## src/rtl/fetch_sequencer_pkg.sv

```systemverilog
`default_nettype none
// ============================================================================
// Module   : fetch_sequencer_pkg
// Purpose  : Shared CPU definitions for the instruction-fetch sequencer:
//            bus-source bit indices of the 24-bit drive vector, state
//            encoding and the default memory wait limit.
// Revision : 1.0 - initial release
// ============================================================================
package fetch_sequencer_pkg;

  // Bus-source bit indices (drive vector feeding the 24-to-5 encoder)
  localparam int R0OUT_IDX      = 0;
  localparam int R1OUT_IDX      = 1;
  localparam int R2OUT_IDX      = 2;
  localparam int R3OUT_IDX      = 3;
  localparam int R4OUT_IDX      = 4;
  localparam int R5OUT_IDX      = 5;
  localparam int R6OUT_IDX      = 6;
  localparam int R7OUT_IDX      = 7;
  localparam int R8OUT_IDX      = 8;
  localparam int R9OUT_IDX      = 9;
  localparam int R10OUT_IDX     = 10;
  localparam int R11OUT_IDX     = 11;
  localparam int R12OUT_IDX     = 12;
  localparam int R13OUT_IDX     = 13;
  localparam int R14OUT_IDX     = 14;
  localparam int R15OUT_IDX     = 15;
  localparam int HIOUT_IDX      = 16;
  localparam int LOOUT_IDX      = 17;
  localparam int ZHIGHOUT_IDX   = 18;
  localparam int ZLOWOUT_IDX    = 19;
  localparam int PCOUT_IDX      = 20;
  localparam int MDROUT_IDX     = 21;
  localparam int INPORTOUT_IDX  = 22;
  localparam int COUT_IDX       = 23;

  localparam int DRIVE_W        = 24;
  localparam int COUNT_W        = 16;

  // Default maximum number of T1 cycles spent waiting for mem_ready
  localparam int TIMEOUT_DEFAULT = 15;

  // State encoding
  localparam int STATE_W = 3;
  typedef enum logic [STATE_W-1:0] {
    ST_IDLE  = 3'd0,
    ST_T0    = 3'd1,
    ST_T1    = 3'd2,
    ST_T2    = 3'd3,
    ST_FAULT = 3'd4
  } state_e;

  // One-hot drive vector selecting a single bus source
  function automatic logic [DRIVE_W-1:0] drive_onehot(input int idx);
    return {{(DRIVE_W-1){1'b0}}, 1'b1} << idx;
  endfunction

endpackage : fetch_sequencer_pkg
`default_nettype wire

```

## src/rtl/fetch_sequencer.sv

```systemverilog
`default_nettype none
// ============================================================================
// Module   : fetch_sequencer
// Purpose  : Instruction-fetch control sequencer (IDLE -> T0 -> T1 -> T2)
//            with a bounded memory wait in T1 and a sticky FAULT state.
// Ports    : clock       - rising-edge clock
//            clear       - synchronous active-high reset
//            start       - request one fetch (sampled in IDLE only)
//            mem_ready   - memory read data valid on Mdatain
//            drive       - one-hot bus-source select (0 in IDLE/FAULT)
//            PCin, MARin, IncPC, Zin, Read, MDRin, IRin - datapath strobes
//            busy        - high in every state except IDLE
//            fetch_done  - one-cycle pulse while IR is loaded (T2)
//            fault       - memory timeout flag, held until clear
//            fetch_count - completed fetches, modulo 2^16
// Revision : 1.0 - initial release
// ============================================================================
module fetch_sequencer
  import fetch_sequencer_pkg::*;
#(
  parameter int TIMEOUT = TIMEOUT_DEFAULT
) (
  input  logic                clock,
  input  logic                clear,
  input  logic                start,
  input  logic                mem_ready,
  output logic [DRIVE_W-1:0]  drive,
  output logic                PCin,
  output logic                MARin,
  output logic                IncPC,
  output logic                Zin,
  output logic                Read,
  output logic                MDRin,
  output logic                IRin,
  output logic                busy,
  output logic                fetch_done,
  output logic                fault,
  output logic [COUNT_W-1:0]  fetch_count
);

  // Wait counter must hold TIMEOUT itself; never narrower than 4 bits
  localparam int WAIT_BITS = $clog2(TIMEOUT + 1);
  localparam int WAIT_W    = (WAIT_BITS < 4) ? 4 : WAIT_BITS;
  localparam logic [WAIT_W-1:0] C_WAIT_LIMIT = WAIT_W'(TIMEOUT);

  state_e              state_q, state_d;
  logic [WAIT_W-1:0]   wait_q,  wait_d;
  logic [COUNT_W-1:0]  count_q, count_d;

  // --------------------------------------------------------------------------
  // Next-state logic
  // --------------------------------------------------------------------------
  always_comb begin
    state_d = state_q;
    wait_d  = wait_q;
    count_d = count_q;
    case (state_q)
      ST_IDLE: begin
        wait_d = '0;
        if (start) state_d = ST_T0;
      end
      ST_T0: begin
        // Guarantees the counter reads 0 on the first T1 cycle
        wait_d  = '0;
        state_d = ST_T1;
      end
      ST_T1: begin
        // Data arriving on the limit cycle still completes the fetch
        if (mem_ready) begin
          state_d = ST_T2;
        end else if (wait_q == C_WAIT_LIMIT) begin
          state_d = ST_FAULT;
        end else begin
          wait_d = wait_q + 1'b1;
        end
      end
      ST_T2: begin
        count_d = count_q + 1'b1;
        state_d = ST_IDLE;
      end
      ST_FAULT: begin
        state_d = ST_FAULT;
      end
      default: begin
        state_d = ST_IDLE;
      end
    endcase
  end

  always_ff @(posedge clock) begin
    if (clear) begin
      state_q <= ST_IDLE;
      wait_q  <= '0;
      count_q <= '0;
    end else begin
      state_q <= state_d;
      wait_q  <= wait_d;
      count_q <= count_d;
    end
  end

  // --------------------------------------------------------------------------
  // Output decode: everything comes from the state register. MDRin is the
  // single exception: it qualifies the T1 state with mem_ready so the MDR
  // captures Mdatain in the very cycle the memory presents it.
  // --------------------------------------------------------------------------
  always_comb begin
    drive      = '0;
    PCin       = 1'b0;
    MARin      = 1'b0;
    IncPC      = 1'b0;
    Zin        = 1'b0;
    Read       = 1'b0;
    MDRin      = 1'b0;
    IRin       = 1'b0;
    busy       = 1'b1;
    fetch_done = 1'b0;
    fault      = 1'b0;
    case (state_q)
      ST_IDLE: begin
        busy = 1'b0;
      end
      ST_T0: begin
        drive = drive_onehot(PCOUT_IDX);
        MARin = 1'b1;
        IncPC = 1'b1;
        Zin   = 1'b1;
      end
      ST_T1: begin
        // PC reload repeats every wait cycle; harmless since Zlow is stable
        drive = drive_onehot(ZLOWOUT_IDX);
        PCin  = 1'b1;
        Read  = 1'b1;
        MDRin = mem_ready;
      end
      ST_T2: begin
        drive      = drive_onehot(MDROUT_IDX);
        IRin       = 1'b1;
        fetch_done = 1'b1;
      end
      ST_FAULT: begin
        fault = 1'b1;
      end
      default: begin
        busy = 1'b0;
      end
    endcase
  end

  assign fetch_count = count_q;

endmodule : fetch_sequencer
`default_nettype wire
```

## config.mk

```make
export PLATFORM = sky130hd
export DESIGN_NAME = fetch_sequencer
export DESIGN_NICKNAME = d
export VERILOG_FILES = /design/src/rtl/fetch_sequencer_pkg.sv /design/src/rtl/fetch_sequencer.sv
export SDC_FILE = /design/constraint.sdc
export NUM_CORES = 1
export LEC_CHECK = 0
export ABC_AREA = 0
export CAP_MARGIN = 20
export CORE_ASPECT_RATIO = 1.1
export CORE_MARGIN = 3
export CORE_UTILIZATION = 39
export DETAILED_ROUTE_END_ITERATION = 10
export PLACE_DENSITY = 0.78
export RECOVER_POWER = 25
export SLEW_MARGIN = 40
export SYNTH_ARGS = -nofsm -noshare
export SYNTH_HDL_FRONTEND = slang
export SYNTH_SLANG_ARGS = --single-unit
export TNS_END_PERCENT = 20
```

## constraint.sdc

```tcl
create_clock -name clock -period 1.3 [get_ports clock]
set_input_delay 0.26 -clock clock [delete_from_list [all_inputs] [get_ports clock]]
set_output_delay 0.26 -clock clock [all_outputs]
set_load 0.005 [all_outputs]
```

==> results of run 1 <==
## worst max-delay path: cells and delay by family (launching register included)
family                 cells  cell delay (ps)
AND/OR/NAND/NOR            1              210
flip-flops                 1              370
buffers and inverters      5              500
## metrics by stage
stage          setup slack [ps]  utilization [%]  TNS [ps]  power [mW]  cell area, um^2
3_5_place_dp               -379             57.7     -6910       0.916             1830
5_1_grt                    -417             68.9     -8610        1.37             2190
4_1_cts                    -373             63.9     -6410        1.29             2030
6_report                   -352             68.9     -6240        1.31             2190
3_3_place_gp               -363             57.7     -6280       0.915             1830
2_1_floorplan              -119                -      -840       0.875             1430
## kinds of logic (layout without fill, tap and decap cells)
| group | after synthesis | count (layout) | share of synthesized area, % |
|---|---|---|---|
| flip-flops | 23 | 23 | 34.2 |
| XOR/XNOR | 12 | 12 | 7.81 |
| AO/OA/AOI/OAI | 14 | 14 | 6.70 |
| other | 1 | 21 | 0.279 |
| buffers and inverters | 36 | 92 | 18.7 |
| multiplexers | 4 | 4 | 3.16 |
| AND/OR/NAND/NOR | 65 | 65 | 27.3 |
| adder cells (fa/ha/maj) | 2 | 2 | 1.86 |
## metal layers
metal / routed length (um) / vias up
met2: 1860 / 46
met3: 167 / 4
met4: 44 / 0
met5: 0 / -
met1: 1540 / 604
li1: - / 636
## sequential cells by signal (all words and copies together), names as in the netlist
name	flops
fetch_count	16
wait_q	4
state_q	3
## worst max path at each step
stage	start	endpoint	slack [ps]	cells after the start
3_5_place_dp	state_q[0]$_SDFFE_PP0P_	MARin	-380	4
2_1_floorplan	fetch_count[4]$_SDFFE_PP0P_	fetch_count[13]$_SDFFE_PP0P_	-120	4
4_1_cts	state_q[2]$_SDFFE_PP0P_	fetch_count[15]$_SDFFE_PP0P_	-370	7
3_3_place_gp	state_q[2]$_SDFFE_PP0P_	MDRin	-360	4
6_report	state_q[0]$_SDFFE_PP0P_	MARin	-350	6
5_1_grt	state_q[2]$_SDFFE_PP0P_	fetch_count[13]$_SDFFE_PP0P_	-420	7
## layout by cell type, fill, tap and decap left out, types with 5 or more instances in the layout
master,instances
clkdlybuf4s15_1,9
buf_6,22
conb_1,21
dfxtp_2,18
nand3_1,5
nor2_1,21
buf_4,37
nand2_1,8
xnor2_1,9
nor4_4,5
## power breakdown
group / switching [mW] / internal (mW)
sequential: 0.00584 / 0.710
combinational: 0.114 / 0.146
clock: 0.216 / 0.120
total: 0.336 / 0.976
## cell type report
class,instances,area (um^2),share of cell area (%)
inverter,4,20.0,0.913
tap,46,57.6,2.63
sequential,23,487,22.2
timing repair buffer,84,758,34.6
multi-input combinational,118,843,38.5
clock buffer,4,26.3,1.20
## repair_timing
item	in CTS	in global routing
setup endpoints to repair	46	38
resized for setup	113	32
pin swaps	7	10
setup buffers	9	8
==> results.tsv, run 1 <==
metric	value	unit
grt_first_pass_wirelength	5380	um
cts_buffers	3	
place.gp.congestion	0.801	
met3_usage	2.87	%
whs	564	ps
avgViaCountPerCell	4.62	
yosysTopAreaCell	dfxtp_1	
antenna_found_initial	0	
clock_path_buffers	2	
routed_wl	3600	um
initial_core_util	42.3	%
grt_pass1_vias	1186	
power.density	599	nW/um^2
pin_count	54	
nNetsFinal	240	
avgSynthCellArea	8.57	um^2
outcome	finished, violations left	
setup_violations	30	
final_cells	279	
period_share	127	%
cts_htree_levels	1	
hold_start	fetch_count[13]$_SDFFE_PP0P_	
yosysMostFrequentCell	buf_4	
cap_violations	0	
r2r_slack	-310	ps
fin_skew	2.83	ps
hold_class	register to register	
ys_seq_area_share	34.2	%
synth-seq-cells	23	
r2r_cells	7	
fp.coreArea	3180	um^2
dieArea	4190	um^2
whs_path_depth	2	
synth_commonest_cells	buf_4, dfxtp_1, nor2_1, xnor2_1, nand2_1	
ys_top_cells_by_area	dfxtp_1, buf_4, xnor2_1	
arrival	1390	ps
cp-start-kind	register	
grt-ovfl-total	0	
crit_required	1040	ps
postCtsHoldBufs	0	
holdPathEnd	fetch_count[13]$_SDFFE_PP0P_	
synth_ff_type	dfxtp_1	
remaining_drc_errors	0	
rr_startpoint	state_q[2]$_SDFFE_PP0P_	
dpl.hpwl	2300	um
slew_viol_final	0	
fp.dieH	67.6	um
grt_usage	17.4	%
grt_busiest_layer	met2	
drtIter0Drc	40	
wire_per_inst	12.9	um
use_met2	29.0	%
grtUsageMet1	21.9	%
io_buffers	32	
dp.cells	258	
die_w	62.0	um
drt_first_pass_iters	5	
syn_inst	157	
fill_cells	245	
ys_types	37	
violations	setup timing	
synth_edf_count	0	
setup_ws	-352	ps
hold_violations	0	
crit_path_frequent_cell	buf_6	
peakVddDrop	0.392	mV
drive_gt1_share	48.9	%
row_count	21	
root_buffer	clkbuf_4	
slowest_stage	dfxtp_2	
fmax	605	MHz
via_count	1290	
min_period	1650	ps
async_flop_share	0	%
clock-sinks	23	
cts_tree	built	
insertion_delay	310	ps
n_antenna_cell	0	
path_max_fanout	5	
syn-cell-area	1350	um^2
r2r_end	fetch_count[13]$_SDFFE_PP0P_	
worstPathCellList	buf_6, nor3b_4, buf_6, buf_6, buf_6, buf_6	
syn_to_final_growth	63.0	%
yosysWarningCount	0	
p_leak	1.05	nW
max_stage_delay	370	ps
ant_nets	0	
cts.clk_slew.worst_paths	130	ps
grt_max_degree	21	
endpoint_kind	primary output	
critical_path_class	register to primary output	
synth_top_area_share	34.2	%
rsz0062_at_grt	true	
No activity file was read; power rests on OpenSTA's default activity.
==> run 2, diff against run 1 <==
--- a/config.mk
+++ b/config.mk
@@ -9,9 +9,9 @@
 export CAP_MARGIN = 20
 export CORE_ASPECT_RATIO = 1.1
 export CORE_MARGIN = 3
-export CORE_UTILIZATION = 39
+export CORE_UTILIZATION = 43
 export DETAILED_ROUTE_END_ITERATION = 10
-export PLACE_DENSITY = 0.78
+export PLACE_DENSITY = 0.82
 export RECOVER_POWER = 25
 export SLEW_MARGIN = 40
 export SYNTH_ARGS = -nofsm -noshare
==> constraint.sdc (replaced) <==
create_clock -name clock -period 1.7 [get_ports clock]
set_input_delay 0.34 -clock clock [delete_from_list [all_inputs] [get_ports clock]]
set_output_delay 0.34 -clock clock [all_outputs]
set_load 0.005 [all_outputs]
==> results.tsv, run 2 (same netlist as run 1, synthesis figures left out) <==
metric	value	unit
fmax	590	MHz
hold_start	fetch_count[1]$_SDFFE_PP0P_	
grt-ovfl-total	0	
routed_wl	2910	um
cts.clk_slew.worst_paths	120	ps
drive_gt1_share	26.0	%
root_buffer	clkbuf_4	
postCtsHoldBufs	0	
fp.coreArea	2880	um^2
p_leak	0.803	nW
whs_path_depth	2	
slew_viol_final	0	
endpoint_kind	primary output	
cts_buffers	3	
dp.cells	230	
rr_startpoint	state_q[2]$_SDFFE_PP0P_	
clock_path_buffers	2	
path_max_fanout	4	
insertion_delay	320	ps
mostFrequentLayoutCells	buf_4, nor2_1, conb_1	
grt_usage	15.9	%
cts_tree	built	
pin_count	54	
grt_first_pass_wirelength	4750	um
min_period	1700	ps
whs	516	ps
r2r_cells	6	
drt_first_pass_iters	7	
n_antenna_cell	0	
grt_max_degree	13	
remaining_drc_errors	0	
r2r_end	fetch_count[13]$_SDFFE_PP0P_	
dieArea	3840	um^2
final_cells	241	
fill_cells	259	
crit_required	1360	ps
hold_violations	0	
rsz0062_at_grt	true	
clock-sinks	23	
power.density	531	nW/um^2
avgViaCountPerCell	5.02	
io_buffers	32	
cts_htree_levels	1	
drtIter0Drc	54	
r2r_slack	20	ps
outcome	complete, no violations	
critical_path_class	register to primary output	
period_share	99.7	%
ant_nets	0	
arrival	1360	ps
initial_core_util	46.7	%
fp.dieH	64.7	um
nNetsFinal	215	
grt_pass1_vias	1059	
row_count	20	
peakVddDrop	0.354	mV
hold_class	register to register	
die_w	59.3	um
antenna_found_initial	0	
via_count	1210	
final_common_cell	buf_4	
syn_to_final_growth	32.7	%
setup_violations	0	
cp-start-kind	register	
holdPathEnd	fetch_count[1]$_SDFFE_PP0P_	
cap_violations	0	
place.gp.congestion	0.808	
dpl.hpwl	2110	um
fin_skew	10.7	ps
largest_reg_flops	16	
wire_per_inst	12.1	um
-- run 2: per-layer routing --
layer | track usage (%) | vias up | wire length (um)
li1 | - | 587 | -
met1 | 20.7 | 561 | 1220
met2 | 25.8 | 57 | 1430
met3 | 1.39 | 5 | 200
met4 | 7.65 | 0 | 63
met5 | 0 | - | 0
-- run 2: timing repair --
item / 4_1_cts / 5_1_grt
buffers inserted: 4 / 3
endpoints found under the setup margin: 14 / 17
cloned: 0 / 0
pin swaps: 3 / 2
gates resized for setup: 39 / 15
-- run 2: worst max-delay path by stage --
stage                                   endpoint  cells after the start               startpoint  slack (ps)
finish                                     MDRin                      4  state_q[0]$_SDFFE_PP0P_           4
global route        fetch_count[13]$_SDFFE_PP0P_                      6  state_q[2]$_SDFFE_PP0P_         -70
CTS                                        MARin                      5  state_q[1]$_SDFFE_PP0P_         -70
detailed placement                         MDRin                      3                mem_ready        -100
global placement                           MDRin                      3                mem_ready         -60
floorplan           fetch_count[15]$_SDFFE_PP0P_                      5  state_q[2]$_SDFFE_PP0P_         250
-- run 2: final cells by class --
cell class	count	area [um^2]	area share, %
inverters	4	17.5	0.981
well taps	33	41.3	2.31
clock buffers	4	26.3	1.47
multi-input cells	118	724	40.6
flip-flops and latches	23	469	26.3
repair buffers	59	507	28.4
-- run 2: power by group --
| group | switching, mW | internal, mW | leakage (nW) | total, mW |
|---|---|---|---|---|
| Clock | 0.160 | 0.0918 | 0.0150 | 0.251 |
| Sequential | 0.00409 | 0.545 | 0.189 | 0.549 |
| Combinational | 0.0722 | 0.0756 | 0.599 | 0.148 |
| Total | 0.236 | 0.712 | 0.803 | 0.948 |
-- run 2: worst max-delay path, stage by stage, from the launching register on --
cell and delay, ps:
dfxtp_2 340, or3b_4 410, inv_4 80, and2_1 110, buf_2 110
-- run 2: per-stage QoR --
stage	setup WS, ps	setup TNS, ps	utilization (%)	instance area (um^2)	power (mW)
global route	-66.5	-206	62.0	1790	0.990
floorplan	248	0	-	1420	0.670
detailed placement	-101	-142	58.9	1700	0.698
global placement	-55.6	-55.6	58.9	1700	0.696
finish	4.29	0	62.0	1790	0.948
CTS	-67.0	-322	61.0	1750	0.949
==> run 3, diff against run 2 <==
--- a/config.mk
+++ b/config.mk
@@ -13,6 +13,7 @@
 export DETAILED_ROUTE_END_ITERATION = 10
 export PLACE_DENSITY = 0.82
 export RECOVER_POWER = 25
+export SKIP_LAST_GASP = 1
 export SLEW_MARGIN = 40
 export SYNTH_ARGS = -nofsm -noshare
 export SYNTH_HDL_FRONTEND = slang
==> results.tsv, run 3 (same netlist as run 1, synthesis figures left out) <==
metric	value	unit
fin_util	61.7	%
fp.dieH	64.7	um
power.density	532	nW/um^2
slew_viol_final	0	
path_buf_inv	3	
post-place-ws	-101	ps
syn_to_final_growth	31.9	%
dieArea	3840	um^2
fill_cells	255	
crit_end	drive[21]	
cp.depth	4	
drt_first_pass_iters	4	
slowest_stage	clkdlybuf4s50_1	
drtIter0Drc	33	
nNetsFinal	212	
dpl-instance-area	1700	um^2
startpoint	state_q[2]$_SDFFE_PP0P_	
cp-start-kind	register	
endpoint_kind	primary output	
worstPathCellList	buf_4, nand3b_4, inv_1, clkdlybuf4s50_1	
combPwrFrac	15.4	%
setup_ws	-194	ps
r2r_slack	-60	ps
via_count	1169	
grt_usage	15.5	%
grt-ovfl-total	0	
cts_tree	built	
fp.coreArea	2880	um^2
violations	setup timing	
power.total	0.945	mW
io_buffers	32	
final_common_cell	buf_4	
p_int	0.711	mW
p_sw	0.233	mW
share_seq_of_total_power	58.0	%
root_buffer	clkbuf_4	
place.gp.congestion	0.808	
r2r_cells	6	
grt_first_pass_wirelength	4660	um
clkPwrFrac	26.6	%
peakVddDrop	0.356	mV
max_stage_delay	490	ps
setup_violations	12	
cts_buffers	3	
largest_reg_flops	16	
cpLargestDelayFamily	buffers and inverters	
switching_share	24.7	%
row_count	20	
rsz0062_at_grt	true	
avgViaCountPerCell	4.91	
initial_core_util	46.7	%
cap_violations	0	
dpl.hpwl	2110	um
ant_nets	0	
mostFrequentLayoutCells	buf_4, nor2_1, conb_1, clkdlybuf4s50_1, dfxtp_1	
drive_gt1_share	20.0	%
period_share	111	%
whs_path_depth	2	
routed_wl	2790	um
clock-sinks	23	
critical_path_class	register to primary output	
grt_pass1_vias	1070	
cts_htree_levels	1	
grt_max_degree	13	
clock_path_buffers	2	
fmax	528	MHz
wire_per_inst	11.7	um
n_antenna_cell	0	
fin_skew	11.9	ps
hold_class	register to register	
pin_count	54	
min_period	1890	ps
outcome	finished, violations left	
insertion_delay	320	ps
arrival	1550	ps
rr_startpoint	state_q[2]$_SDFFE_PP0P_	
r2r_end	fetch_count[13]$_SDFFE_PP0P_	
die_w	59.3	um
stdcell_area	1770	um^2
cts.clk_slew.worst_paths	120	ps
remaining_drc_errors	0	
crit_required	1360	ps
p_leak	0.824	nW
path_max_fanout	7	
antenna_found_initial	0	
hold_violations	0	
whs	519	ps
## run 3: worst min-delay path by stage
| stage | startpoint | end | slack [ps] |
|---|---|---|---|
| 2_1_floorplan | fetch_count[1]$_SDFFE_PP0P_ | fetch_count[1]$_SDFFE_PP0P_ | 490 |
| 3_3_place_gp | fetch_count[1]$_SDFFE_PP0P_ | fetch_count[1]$_SDFFE_PP0P_ | 500 |
| 3_5_place_dp | fetch_count[1]$_SDFFE_PP0P_ | fetch_count[1]$_SDFFE_PP0P_ | 500 |
| 4_1_cts | fetch_count[1]$_SDFFE_PP0P_ | fetch_count[1]$_SDFFE_PP0P_ | 520 |
| 5_1_grt | fetch_count[1]$_SDFFE_PP0P_ | fetch_count[1]$_SDFFE_PP0P_ | 560 |
| 6_report | fetch_count[1]$_SDFFE_PP0P_ | fetch_count[1]$_SDFFE_PP0P_ | 520 |
## run 3: routing by layer
| metal | global-route usage (%) | vias to the layer above | part of all wire [%] | wire length (um) |
|---|---|---|---|---|
| met5 | 0 | - | 0 | 0 |
| met4 | 7.65 | 0 | 2.3 | 63 |
| met3 | 1.39 | 5 | 4.8 | 134 |
| met2 | 25.3 | 38 | 49 | 1380 |
| met1 | 20.1 | 543 | 44 | 1210 |
| li1 | - | 583 | - | - |
## run 3: repair_timing
action / 4_1_cts / 5_1_grt
resized for setup: 17 / 5
hold buffers: 0 / 0
endpoints found under the setup margin: 14 / 22
pin swaps: 2 / 0
buffers inserted: 4 / 0
## run 3: power groups by stage
stage / Clock, mW / Combinational, mW / Sequential, mW
3_3_place_gp: 0 / 0.137 / 0.559
2_1_floorplan: 0 / 0.106 / 0.564
3_5_place_dp: 0 / 0.139 / 0.560
6_report: 0.251 / 0.145 / 0.548
4_1_cts: 0.258 / 0.144 / 0.548
5_1_grt: 0.277 / 0.161 / 0.549
## run 3: through the flow
step	setup TNS (ps)	std cells
2_1_floorplan	0	177
3_3_place_gp	-55.6	230
3_5_place_dp	-142	230
4_1_cts	-1950	238
5_1_grt	-1930	238
6_report	-1100	238
## run 3: worst min-delay path, cell delays in order (launching register included)
cell	delay [ps]
dfxtp_1	370
nand2_1	70
a21oi_1	50
## run 3: layout make-up
cell class | instances | area, um^2 | area share, %
inverters | 4 | 17.5 | 0.987
clock buffers | 4 | 26.3 | 1.48
well taps | 33 | 41.3 | 2.33
flip-flops and latches | 23 | 464 | 26.2
repair buffers | 56 | 499 | 28.1
multi-input cells | 118 | 726 | 40.9
